$ cat config.mk
export PLATFORM = sky130hd
export DESIGN_NAME = dot_result_buffer
export DESIGN_NICKNAME = d
export VERILOG_FILES = /design/src/rtl/dot_result_buffer_pkg.sv /design/src/rtl/dot_result_buffer_result_fifo.sv /design/src/rtl/dot_result_buffer.sv
export SDC_FILE = /design/constraint.sdc
export NUM_CORES = 1
export LEC_CHECK = 0
export BUFFER_PORTS_ARGS = -buffer_cell sky130_fd_sc_hd__buf_2
export CAP_MARGIN = 5
export CORE_MARGIN = 2
export CORE_UTILIZATION = 45
export DETAILED_ROUTE_END_ITERATION = 6
export PLACE_DENSITY = 0.73
export SYNTH_ARGS = -nofsm -noshare
export SYNTH_HDL_FRONTEND = slang
export SYNTH_SLANG_ARGS = --single-unit
$ cat constraint.sdc
create_clock -name clk -period 9.7 [get_ports clk]
set_input_delay 0.485 -clock clk [delete_from_list [all_inputs] [get_ports clk]]
set_output_delay 0.485 -clock clk [all_outputs]
set_load 0.01 [all_outputs]
$ cat src/rtl/dot_result_buffer_pkg.sv
// rtl/dot_result_buffer_pkg.sv - UCBFloat width and DotProduct latency shared with the DotProduct wrapper
package dot_result_buffer_pkg;

  localparam int UCB_W              = 65;
  localparam int DP_LATENCY_DEFAULT = 9;

  typedef logic [UCB_W-1:0] ucb_float_t;

  function automatic int count_width(input int depth);
    return $clog2(depth) + 1;
  endfunction

endpackage

$ cat src/rtl/dot_result_buffer_result_fifo.sv
// rtl/dot_result_buffer_result_fifo.sv - small registered FIFO with push/pop/count/head interface
module result_fifo
  import dot_result_buffer_pkg::*;
#(
  parameter int DEPTH = 4,
  parameter int W     = 73
) (
  input  logic                          clk,
  input  logic                          reset,
  input  logic                          push,
  input  logic [W-1:0]                  data,
  input  logic                          pop,
  output logic [count_width(DEPTH)-1:0] count,
  output logic [W-1:0]                  head
);

  localparam int AW = $clog2(DEPTH);
  localparam int CW = count_width(DEPTH);

  logic [W-1:0]  mem [DEPTH];
  logic [AW-1:0] wr_ptr;
  logic [AW-1:0] rd_ptr;

  // Storage is cleared too so the head reads zero out of reset.
  always_ff @(posedge clk) begin
    if (reset) begin
      wr_ptr <= '0;
      rd_ptr <= '0;
      count  <= '0;
      for (int i = 0; i < DEPTH; i++) mem[i] <= '0;
    end else begin
      if (push) begin
        mem[wr_ptr] <= data;
        wr_ptr      <= wr_ptr + 1'b1;
      end
      if (pop) rd_ptr <= rd_ptr + 1'b1;
      case ({push, pop})
        2'b10:   count <= count + CW'(1);
        2'b01:   count <= count - CW'(1);
        default: count <= count;
      endcase
    end
  end

  assign head = mem[rd_ptr];

endmodule

$ cat src/rtl/dot_result_buffer.sv
// rtl/dot_result_buffer.sv - flow control and result FIFO behind the fixed-latency DotProduct stage
module dot_result_buffer
  import dot_result_buffer_pkg::*;
#(
  parameter int DP_LATENCY = DP_LATENCY_DEFAULT,
  parameter int DEPTH      = 4,
  parameter int TAG_W      = 8
) (
  input  logic             clk,
  input  logic             reset,
  input  logic             in_valid,
  input  logic [TAG_W-1:0] in_tag,
  output logic             in_ready,
  output logic             proceed,
  input  logic [UCB_W-1:0] dp_out,
  output logic             out_valid,
  output logic [UCB_W-1:0] out_data,
  output logic [TAG_W-1:0] out_tag,
  input  logic             out_ready,
  output logic             busy
);

  localparam int CW = count_width(DEPTH);

  logic [DP_LATENCY-1:0] vld;
  logic [TAG_W-1:0]      tags [DP_LATENCY];
  logic [CW-1:0]         count;
  logic                  push;
  logic                  pop;
  logic [TAG_W+UCB_W-1:0] head;
  ucb_float_t            head_data;

  // Tracker mirrors the DotProduct pipeline; bubbles shift in so it drains on idle cycles.
  always_ff @(posedge clk) begin
    if (reset) begin
      vld <= '0;
      for (int k = 0; k < DP_LATENCY; k++) tags[k] <= '0;
    end else if (proceed) begin
      vld[0]  <= in_valid;
      tags[0] <= in_tag;
      for (int k = 1; k < DP_LATENCY; k++) begin
        vld[k]  <= vld[k-1];
        tags[k] <= tags[k-1];
      end
    end
  end

  // Stall only when a finished result would land in a full FIFO that is not popping.
  assign proceed  = !vld[DP_LATENCY-1] || (count < CW'(DEPTH)) || out_ready;
  assign in_ready = proceed && !reset;
  assign push     = proceed && vld[DP_LATENCY-1];
  assign pop      = out_valid && out_ready;

  result_fifo #(
    .DEPTH (DEPTH),
    .W     (TAG_W + UCB_W)
  ) u_result_fifo (
    .clk   (clk),
    .reset (reset),
    .push  (push),
    .data  ({tags[DP_LATENCY-1], dp_out}),
    .pop   (pop),
    .count (count),
    .head  (head)
  );

  assign head_data = head[UCB_W-1:0];
  assign out_data  = head_data;
  assign out_tag   = head[TAG_W+UCB_W-1:UCB_W];
  assign out_valid = (count != '0);
  assign busy      = (|vld) || out_valid;

endmodule

==> results by stage <==
Clocking:
- TritonCTS built the clock tree.
- In this run the clock root is driven by a sky130_fd_sc_hd__clkbuf_16.
- The number of clock buffers added by TritonCTS is 40.
- The total number of H-tree levels is 2.
- After clock tree synthesis, the clock-pin slew on the worst setup and hold paths is ~0.060 ns.
- No sink is reached through more buffers than the 3 on the longest clock path.
- After clock tree synthesis, the setup repair step added 0 buffers.
- Buffers inserted to repair hold after CTS numbered 0.
- For the worst-skew pair, the clock arrives at the later sink with an insertion delay of 0.53 ns.
- The CTS sink count is approximately 380.
- The number of instances resized during post-cts repair is 0.

Yosys:
- After synthesis the netlist holds a flip-flop and latch count of around 380.
- The cell count after synthesis came out at between 900 and 1000.
- Summing the sequential cell areas from Yosys gives between 70% and 80% of the chip area.
- The number of different library cells in the post-synthesis netlist is 34.
- The number of nets in the synthesized netlist is approximately 1000.
- During synthesis, Yosys emitted a total of 0 warnings.
- In this run the cell area of the synthesized design comes to between 15000 and 20000 um^2.
- Each instance of the synthesized netlist takes up on average around 17 um^2.

Routing:
- The vias per cell is about 5.2.
- The routed layout has approximately 8300 vias.
- The wire length after detailed routing is ~30000 um.
- The detail route stage leaves a number of antenna-violating nets equal to 0.
- The count of unresolved DRC violations after routing is 0.
- The first detailed-routing pass took 5 iterations.
- After detailed routing, the average wire length per cell comes to between 15 and 20 um.
- The count of routing violations after the opening detailed-route iteration is slightly above 600.

Critical path:
- STA classifies the critical path endpoint as an output port.
- The largest driver fanout on the critical path is 37.
- The kind of critical path is reg -> out.
- Data arrives at the worst endpoint at around 3.0 ns.
- Data on the critical path is required at its endpoint by ~9.2 ns.
- Among all stages on the critical path, the largest delay is contributed by sky130_fd_sc_hd__dfxtp_4.
- The number of buffer and inverter stages on the critical path is 2.
- The worst setup path is launched from a register.
- The longest individual stage delay on the worst path is between 0.8 and 0.9 ns.
- Broken down by cell family, the worst path's largest delay share belongs to buffers and inverters.
- The signal on the critical path passes through buf_4 -> mux4_2 -> buf_2.

Pwr:
- In this run the power density over the cells is 184 nW/um^2.
- The peak ir drop on the vdd network is 0.000118 V.
- In this run the static leakage power is between 7 and 8 nW.

GRT:
- The maximum number of pins on one net before global-route repair is 86.
- After global routing the overflow that remains totals 0.
- The combined global-route utilization of all metal layers is between 10% and 20%.
- The global-route wire length before repair is 46400 um.
- The via count of the first global-routing pass is 8528.
- The initial antenna violation count is 2.

Layout:
- The signed area change from the synthesized netlist to the final layout is 14.8%.
- The share of final-layout standard cells stronger than drive strength 1 is ~27%.
- The final standard cell area without fillers is 18400 um^2.
- The final-stage net count is 1187.
- The most common library cell in the layout ignoring fill and taps is sky130_fd_sc_hd__edfxtp_1.
- In the layout the commonest cells are sky130_fd_sc_hd__edfxtp_1 (364), sky130_fd_sc_hd__and2_1 (292), sky130_fd_sc_hd__buf_2 (153).
- The count of cells in the finished layout, fillers not included, comes to approximately 1600.

Timing:
- Setup repair after global routing left no endpoint under its margin.
- The worst clock skew is around 0.018 ns.
- The worst pin sits at a relative slew slack of 35.5%.
- The number of hold violations in the final report is 0.
- Dividing the final minimum period by the clock period gives between 30% and 40%.
- The number of setup violations in the final report is 0.
- The count of final max-slew check failures is 0.
- The actual slew at the worst max-slew pin is 0.967 ns.
- The minimum clock period after layout is 3.44 ns.
- The worst hold slack after final layout is ~0.25 ns.
- Setup total negative slack on the finished layout was measured at 0 ns.
- In the post-route analysis, the smallest setup slack over all paths is between 6 and 7 ns.
- Static timing analysis puts the maximum clock frequency at slightly below 300 MHz.

Floorplanning:
- The floorplan step set the die width to slightly below 200 um.
- The number of I/O pins is between 150 and 200.
- Once the floorplan was initialized, standard cells occupied 45.4% of the core.
- The floorplan step defined a die boundary enclosing between 30000 and 40000 um^2.
- The number of rows in the core area is between 60 and 70.
- The core box area is around 35000 um^2.
- The chip height is 193 um.

Place:
- The placed cell area is approximately 17000 um^2.
- Port buffering added ~150 buffers.
- The post-place setup slack is around 6.3 ns.
- Routability-driven placement finished with a final weighted congestion of ~0.7.
- After legalization and detailed placement, the total HPWL measured around 16000 um.
- The number of placed instances with taps included is 1527.

Run status:
- The run finished with clean final reports.

Job:
- Max-cap violations in this run came to 0.

Hold path:
- The min-delay analysis places its worst path in the category in -> reg.
==> kinds of logic (layout without fill, tap and decap cells) <==
family,after synthesis,after routing,share of synthesized area [%]
AOI/OAI and AO/OA,20,20,0.702
xor gates and xnor gates,3,3,0.164
adders and majority gates,2,2,0.203
buffers and inverters,76,245,2.44
DFF,382,382,70.4
muxes,73,73,10.3
other,0,1,0
and+or+nand+nor,410,410,15.8
==> synthesized netlist by cell type, drive strengths merged <==
| cell type | number | area (um^2) |
|---|---|---|
| or2 | 1 | 6.26 |
| dfxtp | 18 | 360 |
| ha | 1 | 12.5 |
| inv | 8 | 30.0 |
| mux4 | 73 | 1640 |
| edfxtp | 364 | 10900 |
| and3b | 1 | 12.5 |
| nor4 | 4 | 61.3 |
| o21ai | 3 | 15.0 |
| and2b | 1 | 10.0 |
| nor3 | 2 | 10.0 |
| nand2 | 20 | 75.1 |
| and3 | 73 | 457 |
| nor2 | 9 | 33.8 |
| nand2b | 1 | 6.26 |
| and2 | 292 | 1830 |
| fa | 1 | 20.0 |
| nand3 | 2 | 10.0 |
| buf | 23 | 166 |
| clkbuf | 45 | 194 |
| nand4 | 1 | 6.26 |
| a21o | 2 | 15.0 |
| a21oi | 12 | 60.1 |
| nor2b | 1 | 6.26 |
| or3 | 2 | 12.5 |
| o31ai | 3 | 22.5 |
| xor2 | 3 | 26.3 |
==> final timing paths <==
| check | endpoint | cells after the start | from | slack (ns) |
|---|---|---|---|---|
| setup / recovery | out_data[58] | 3 | register | 6.26 |
| setup reg to reg | u_result_fifo.mem[0][66]$_SDFFCE_PN0P_ | 5 | vld[8]$_SDFFE_PP0N_ | 6.62 |
| hold reg to reg | vld[6]$_SDFFE_PP0N_ | 2 | vld[6]$_SDFFE_PP0N_ | 0.47 |
| hold / removal | vld[0]$_SDFFE_PP0N_ | 3 | in_valid | 0.25 |
==> registers in the layout, indices dropped and copies added, names as in the netlist, named ones only <==
register / cells
u_result_fifo.mem: 292
tags: 72
vld: 9
u_result_fifo.count: 3
u_result_fifo.rd_ptr: 2
u_result_fifo.wr_ptr: 2
==> cell type report <==
type	instances	area, um^2
antenna	1	2.50
clock buffer	52	1060
clock inverter	17	149
fill	2876	16900
inverter	8	30.0
multi-input combinational	508	4410
sequential	382	11300
tap	461	577
timing repair buffer	168	878
==> worst register-to-register path, stage by stage, from the launching register on <==
cell	delay, ns
sky130_fd_sc_hd__dfxtp_1	0.47
sky130_fd_sc_hd__nand2b_1	0.19
sky130_fd_sc_hd__nor4_4	0.16
sky130_fd_sc_hd__buf_4	0.63
sky130_fd_sc_hd__or2_4	0.51
sky130_fd_sc_hd__buf_4	0.67
==> where the power goes <==
group	switching (W)	internal (W)
logic	0.0000631	0.0000400
registers	0.0000113	0.00184
clock network	0.000603	0.000822
total	0.000678	0.00270
==> routing by layer <==
| layer | track usage, % | vias up | part of all wire (%) |
|---|---|---|---|
| met2 | 28.5 | 192 | 51 |
| li1 | - | 3858 | - |
| met5 | 0 | - | 0.037 |
| met4 | 4.96 | 2 | 2.2 |
| met3 | 2.62 | 45 | 5.6 |
| met1 | 20.8 | 4157 | 41 |
==> stage by stage <==
stage                     power [W]  utilization, %
after floorplan             0.00194               -
after global placement      0.00199            48.7
after detailed placement    0.00199            48.7
after global routing        0.00349            52.1
after CTS                   0.00341            52.1
final                       0.00338            52.1
Power figures use the tool's default switching activity.
